===== src/rtl/fadd_sched.sv =====
// fadd_sched: issues operations from two requesters into a shared fixed-latency fp adder and steers results back.
// Build option: FADD_SCHED_RR_EN selects round-robin arbitration; the default is fixed priority to requester 0.
module fadd_sched #(
  parameter int unsigned LATENCY = 4,
  parameter int unsigned DEPTH   = 4
) (
  input  logic        clk,
  input  logic        rst,
  input  logic        req0_valid,
  output logic        req0_ready,
  input  logic [31:0] req0_x1,
  input  logic [31:0] req0_x2,
  input  logic        req1_valid,
  output logic        req1_ready,
  input  logic [31:0] req1_x1,
  input  logic [31:0] req1_x2,
  output logic        res0_valid,
  input  logic        res0_ready,
  output logic [31:0] res0_y,
  output logic        res0_ovf,
  output logic        res1_valid,
  input  logic        res1_ready,
  output logic [31:0] res1_y,
  output logic        res1_ovf,
  output logic [31:0] fa_x1,
  output logic [31:0] fa_x2,
  input  logic [31:0] fa_y,
  input  logic        fa_ovf
);

  localparam int unsigned AW = $clog2(DEPTH);
  localparam int unsigned CW = AW + 1;

  typedef struct packed {
    logic        ovf;
    logic [31:0] y;
  } res_t;

  logic [1:0]       credit;
  logic [1:0]       issue;
  logic [1:0]       pop;
  logic [1:0]       push;
  logic [1:0]       res_rdy;
  logic [1:0]       res_vld;
  res_t             head [2];
  logic [LATENCY:0] tag_v;
  logic [LATENCY:0] tag_id;

  assign issue[0] = req0_valid & req0_ready;
  assign issue[1] = req1_valid & req1_ready;
  assign res_rdy  = {res1_ready, res0_ready};
  assign pop      = res_vld & res_rdy;

`ifdef FADD_SCHED_RR_EN
  logic prio;

  // Ready looks only at the other requester's valid, so a winner never waits on its own valid.
  assign req0_ready = ~rst & credit[0] & (~req1_valid | ~credit[1] | ~prio);
  assign req1_ready = ~rst & credit[1] & (~req0_valid | ~credit[0] |  prio);

  always_ff @(posedge clk or posedge rst) begin
    if (rst) begin
      prio <= 1'b0;
    end else if (|issue) begin
      prio <= issue[0];
    end
  end
`else
  // Requester 0 always wins a conflict; requester 1 gets the slot only when 0 cannot use it.
  assign req0_ready = ~rst & credit[0];
  assign req1_ready = ~rst & credit[1] & (~req0_valid | ~credit[0]);
`endif

  // Operand register plus tag pipe that tracks which requester owns each adder slot.
  always_ff @(posedge clk or posedge rst) begin
    if (rst) begin
      fa_x1  <= '0;
      fa_x2  <= '0;
      tag_v  <= '0;
      tag_id <= '0;
    end else begin
      tag_v  <= {tag_v[LATENCY-1:0], |issue};
      tag_id <= {tag_id[LATENCY-1:0], issue[1]};
      if (issue[0]) begin
        fa_x1 <= req0_x1;
        fa_x2 <= req0_x2;
      end else if (issue[1]) begin
        fa_x1 <= req1_x1;
        fa_x2 <= req1_x2;
      end
    end
  end

  assign push[0] = tag_v[LATENCY] & ~tag_id[LATENCY];
  assign push[1] = tag_v[LATENCY] &  tag_id[LATENCY];

  // Per-requester credit counter and result FIFO.
  for (genvar g = 0; g < 2; g++) begin : g_req
    logic [CW-1:0] cnt;
    logic [CW-1:0] occ;
    logic [AW-1:0] wr_ptr;
    logic [AW-1:0] rd_ptr;
    res_t          mem [DEPTH];

    assign credit[g]  = (cnt < CW'(DEPTH));
    assign res_vld[g] = (occ != '0);
    assign head[g]    = mem[rd_ptr];

    always_ff @(posedge clk or posedge rst) begin
      if (rst) begin
        cnt    <= '0;
        occ    <= '0;
        wr_ptr <= '0;
        rd_ptr <= '0;
        for (int unsigned k = 0; k < DEPTH; k++) begin
          mem[AW'(k)] <= '0;
        end
      end else begin
        cnt <= cnt + CW'(issue[g]) - CW'(pop[g]);
        occ <= occ + CW'(push[g]) - CW'(pop[g]);
        if (push[g]) begin
          mem[wr_ptr] <= {fa_ovf, fa_y};
          wr_ptr      <= wr_ptr + AW'(1);
        end
        if (pop[g]) begin
          rd_ptr <= rd_ptr + AW'(1);
        end
      end
    end
  end

  assign res0_valid = res_vld[0];
  assign res0_y     = head[0].y;
  assign res0_ovf   = head[0].ovf;
  assign res1_valid = res_vld[1];
  assign res1_y     = head[1].y;
  assign res1_ovf   = head[1].ovf;

endmodule


===== config.mk =====
export PLATFORM = sky130hd
export DESIGN_NAME = fadd_sched
export DESIGN_NICKNAME = d
export VERILOG_FILES = /design/src/rtl/fadd_sched.sv
export SDC_FILE = /design/constraint.sdc
export NUM_CORES = 1
export LEC_CHECK = 0
export CORE_UTILIZATION = 47
export DETAILED_ROUTE_END_ITERATION = 12
export GPL_TIMING_DRIVEN = 0
export PLACE_DENSITY = 0.81
export SLEW_MARGIN = 20
export SYNTH_ARGS = -nofsm -noshare
export SYNTH_HDL_FRONTEND = slang
export SYNTH_SLANG_ARGS = --single-unit

===== constraint.sdc =====
create_clock -name clk -period 12.25 [get_ports clk]
set_input_delay 1.8375 -clock clk [delete_from_list [all_inputs] [get_ports clk]]
set_output_delay 1.8375 -clock clk [all_outputs]
set_load 0.1 [all_outputs]

# After elaboration in Yosys (flattened, before gate mapping)

Cells that the tools add are included.

Output and inout bits: 134
Bits in registers: 358
Logic and storage cells: 87
Bits of input ports: 167

Bitwise operators: 17
Multiplexer cells: 16
Order comparisons: 8
Reductions and logical operators: 6
Add/subtract/negate cells: 12

Operator list:

| kind                  | number |
|---|---|
| $bwmux W132           | 2 |
| $mux W33              | 6 |
| $bmux W33 S2          | 2 |
| $demux W33 S2         | 2 |
| $mux W32              | 4 |
| $add A3 B1 Y3         | 4 |
| $ge A3 B3 Y1 const B  | 4 |
| $not A2 Y3            | 4 |
| $sub A3 B1 Y3         | 4 |
| $add A2 B1 Y2 const B | 4 |
| $and A1 B1 Y1         | 7 |
| $lt A3 B1 Y1 const B  | 2 |
| $lt A3 B3 Y1 const B  | 2 |
| $reduce_bool A3 Y1    | 2 |
| $not A1 Y1            | 4 |
| $and A2 B2 Y2         | 1 |
| $logic_and A1 B1 Y1   | 2 |
| $reduce_bool A2 Y1    | 1 |
| $reduce_or A2 Y1      | 1 |
| $or A1 B1 Y1          | 1 |

# Longest topological paths before layout

Depth in word-level cells: 7
Gate-level depth with buffers: 10
Mapped depth without buffers: 8

# Worst setup path after synthesis

No wires, ideal clock.

Path kind: input to output
Start point: input port req0_valid
End point: output port req1_ready
Arrival: 4.458 ns
Data required time: 10.412 ns
Setup slack: 5.954 ns
Path buffers: 2
Stages: 4
Cells stage by stage: nand2b_4 > buf_6 > buf_6 > nor3b_1

Word-level cells in the longest chain between the ends: 3

RTL lines:

| item               | line | RTL |
|---|---|---|
| start: declaration | 9    | `input logic req0_valid,` |
| $not A1 Y1         | 71   | `assign req1_ready = ~rst & credit[1] & (~req0_valid \| ~credit[0]);` |
| $or A1 B1 Y1       | 71   |  |
| $and A1 B1 Y1      | 71   |  |
| end: declaration   | 14   | `output logic req1_ready,` |

No other way between the ends.

# Worst setup path in the final report

Same ends and word-level chain as after synthesis.

==> metrics.log <==
[metrics] status: finished, final reports clean
[metrics] portion of the post-synthesis area used by sequential elements: 0.559
[metrics] Min-Delay Startpoint: tag_id[0]$_DFF_PP0_
[metrics] Worst Hold Margin: 0.346 ns
[metrics] Critical Path Fanout Max: 10
[metrics] mean post-synth cell area: 16.8 um^2
[metrics] slowest stage cell, crit path: clkdlybuf4s50_1
[metrics] Hold Buf Count CTS: 0
[metrics] initial antenna violation count: 3
[metrics] Worst Setup Start Kind: input pin
[metrics] Skew-Pair Late Insertion Delay: 0.52 ns
[metrics] count of final setup violators: 0
[metrics] Detail Route Antenna Nets: 0
[metrics] GRT overflow: 0
[metrics] half-perimeter wire length after placement: 26200 um
[metrics] total via count in the routed design: 9402
[metrics] start of the worst register-to-register path: g_req[0].cnt[2]$_DFF_PP0_
[metrics] number of rows created at floorplan: 67
[metrics] cell area reported after detailed placement: 19700 um^2
[metrics] via count of the first global-routing pass: 10500
[metrics] sequential cell area: 8960 um^2
[metrics] placer congestion estimate: 0.810
[metrics] layout overhead on the synthesized area: 31.3%
[metrics] number of buffers added for setup after CTS: 0
[metrics] Clock Skew: 0.0262 ns
[metrics] global-route usage over all layers: 0.218
[metrics] vias per std cell: 5.29
[metrics] Max-slew headroom: 0.270
[metrics] Primary FF master, synth: dfrtp_1
[metrics] Clock Sinks: 358
[metrics] highest attainable clock frequency: 0.164 GHz
[metrics] number of synthesized flops with an enable pin: 0
[metrics] Setup crit start: req0_valid
[metrics] gate count after technology mapping: 954
[metrics] full die area: 34900 um^2
[metrics] worst path required time: 10.41 ns
[metrics] global-route wire length before repair: 59200 um
[metrics] Worst Max-Slew Pin Slew: 1.09 ns
[metrics] fraction of layout cells with a size suffix above 1: 0.431
[metrics] leading area contributor after synthesis: dfrtp_1
[metrics] largest net degree at the start of global routing: 96
[metrics] maximum level of the CTS H-tree: 2
[metrics] root buf cell: clkbuf_16
[metrics] mapped cell area: 16000 um^2
[metrics] Arr. time, crit path: 4.27 ns
[metrics] number of remaining DRC errors: 0
[metrics] number of CTS-inserted buffers: 40
[metrics] y dimension of the die: 187 um
[metrics] number of failing hold endpoints at the final stage: 0
[metrics] net count of the mapped netlist: 1141
[metrics] horizontal extent of the die: 187 um
[metrics] biggest area contributors in the synthesized netlist: dfrtp_1 56%, mux2_2 24%, mux4_2 9.3%
[metrics] number of detailed-route iterations in the first pass: 4
[metrics] Yosys warnings: 0
[metrics] area of the core region: 33500 um^2
[metrics] post-layout minimum cycle time: 6.11 ns
[metrics] Placement Setup Slack: 6.15 ns
[metrics] I/O pin total: 301
[metrics] cell family with most CP delay: buffers and inverters
[metrics] Initial Utilization: 0.478
[metrics] count of instances resized after the clock tree is built: 0
[metrics] Detailed Route Iter0 Violations: 333
[metrics] final worst setup slack: 6.14 ns
[metrics] Final Max Slew Viols: 0
[metrics] Critical Path Sink Type: output pin
[metrics] Net count, final: 1486
[metrics] number of buffers on the longest clock path: 3
[metrics] Worst Path Class, Setup: input pin to output pin
[metrics] share of the synthesized area in the top cell type: 0.559
[metrics] clock tree from TritonCTS: built
[metrics] Fill cells: 2467
[metrics] maximum single-stage delay on the critical path: 1.22 ns
[metrics] Routed wire per std cell: 20.8 um
[metrics] HP Class: register to register
[metrics] cell breakdown of the critical path: clkdlybuf4s50_1 -> nand2b_4 -> buf_6 -> buf_6 -> nor3b_1 -> clkdlybuf4s50_1
[metrics] Max-cap violations: 0
[metrics] number of distinct library cells after synthesis: 25
[metrics] final worst path period share: 0.499
[metrics] clock transition at the register clock pins on the worst setup and hold paths after CTS: 0.05 ns
[metrics] count of buffering cells on the critical path with inverters included: 4
[metrics] Seq cells post-synth: 358
[metrics] RSZ-0062 raised after global routing: no
[metrics] post-route setup TNS: 0 ns
[metrics] sum of routed wire length over all layers: 37000 um
[metrics] Multi-input gate area: 6630 um^2
[metrics] number of port buffers: 300
[metrics] FFs w/ async S/R, synth: 1.00
[metrics] post-route cell area: 21100 um^2
==> kinds of logic (layout without fill, tap and decap cells) <==
kind of cell	Yosys count	count (layout)	synth area share
AO/OA/AOI/OAI	5	5	0.00203
XOR/XNOR	14	14	0.00765
adder cells (fa/ha/maj)	20	20	0.0175
buffers and inverters	77	450	0.0278
flip-flops	358	358	0.559
multiplexers	458	458	0.379
other	0	3	0
AND/OR/NAND/NOR	22	22	0.00710
==> synth_stat cells (3+ instances only) <==
master / n
buf_4: 21
dfrtp_1: 358
and2_1: 3
inv_1: 21
buf_2: 26
nand2_1: 12
buf_6: 6
mux4_2: 66
xnor2_1: 11
mux2_2: 343
xor2_1: 3
fa_1: 4
ha_1: 16
mux2_4: 49
==> flip-flops by register name, summed over array words and instances, names as in the netlist <==
signal,flops
fa_x2,32
g_req.wr_ptr,4
tag_id,5
g_req.mem,264
tag_v,5
g_req.occ,6
fa_x1,32
g_req.cnt,6
g_req.rd_ptr,4
==> routing by layer <==
metal  GRT usage  vias to the layer above  routed length, um
met5           0                        -                  0
met4      0.0694                        0               1060
met3      0.0557                       55               2320
met2       0.391                      263              19300
met1       0.255                     4892              14400
li1            -                     4192                  -
==> area by class of cell <==
type                            instances  share of cell area
Sequential cell                       358               0.426
Multi-Input combinational cell        519               0.315
Timing Repair Buffer                  303               0.147
Clock buffer                           57              0.0520
Tap cell                              448              0.0266
Buffer                                 56              0.0174
Clock inverter                         13              0.0123
Inverter                               21             0.00410
Antenna cell                            3            0.000357
==> final timing paths <==
path | endpoint | slack (ns) | cells past startpoint
min reg2reg | tag_id[1]$_DFF_PP0_ | 0.35 | 0
max reg2reg | g_req[1].cnt[2]$_DFF_PP0_ | 9.89 | 10
min in group asynchronous | g_req[1].cnt[2]$_DFF_PP0_ | 1.96 | 2
max | req1_ready | 6.14 | 6
max in group asynchronous | g_req[1].mem[123]$_DFFE_PP0P_ | 8.97 | 4
min | tag_id[1]$_DFF_PP0_ | 0.35 | 0
==> cells in the final DEF, fill, tap and decap left out <==
| cell | Yosys | final |
|---|---|---|
| clkbuf_1 | 2 | 16 |
| buf_6 | 6 | 6 |
| clkbuf_16 | 0 | 40 |
| nor2_1 | 1 | 1 |
| clkdlybuf4s50_1 | 0 | 300 |
| o21ai_0 | 2 | 2 |
| xnor2_1 | 11 | 11 |
| buf_2 | 26 | 26 |
| xor2_1 | 3 | 3 |
| bufinv_16 | 0 | 7 |
| nand2b_4 | 1 | 1 |
| nand2_1 | 12 | 12 |
| dfrtp_1 | 358 | 358 |
| mux2_4 | 49 | 49 |
| mux2_2 | 343 | 343 |
| buf_1 | 1 | 1 |
| inv_8 | 0 | 1 |
| or3_1 | 2 | 2 |
| mux4_2 | 66 | 66 |
| inv_6 | 0 | 2 |
| nand2b_1 | 1 | 1 |
| fa_1 | 4 | 4 |
| clkbuf_8 | 0 | 3 |
| clkinv_8 | 0 | 1 |
| diode_2 | 0 | 3 |
| clkinv_2 | 0 | 3 |
| nor3b_1 | 1 | 1 |
| and2_1 | 3 | 3 |
| buf_16 | 0 | 3 |
| nor2b_1 | 1 | 1 |
| inv_1 | 21 | 20 |
| buf_4 | 21 | 21 |
| o31a_1 | 2 | 2 |
| a21oi_1 | 1 | 1 |
| ha_1 | 16 | 16 |
==> through the flow <==
step                      std cells   util
final                          1778  0.628
after CTS                      1775  0.628
after floorplan                 954      -
after global routing           1778  0.628
after detailed placement       1705  0.587
after global placement         1702  0.585
Power is not shown: default switching activity piles up to over one toggle a cycle in this logic, so the estimate is an artifact.
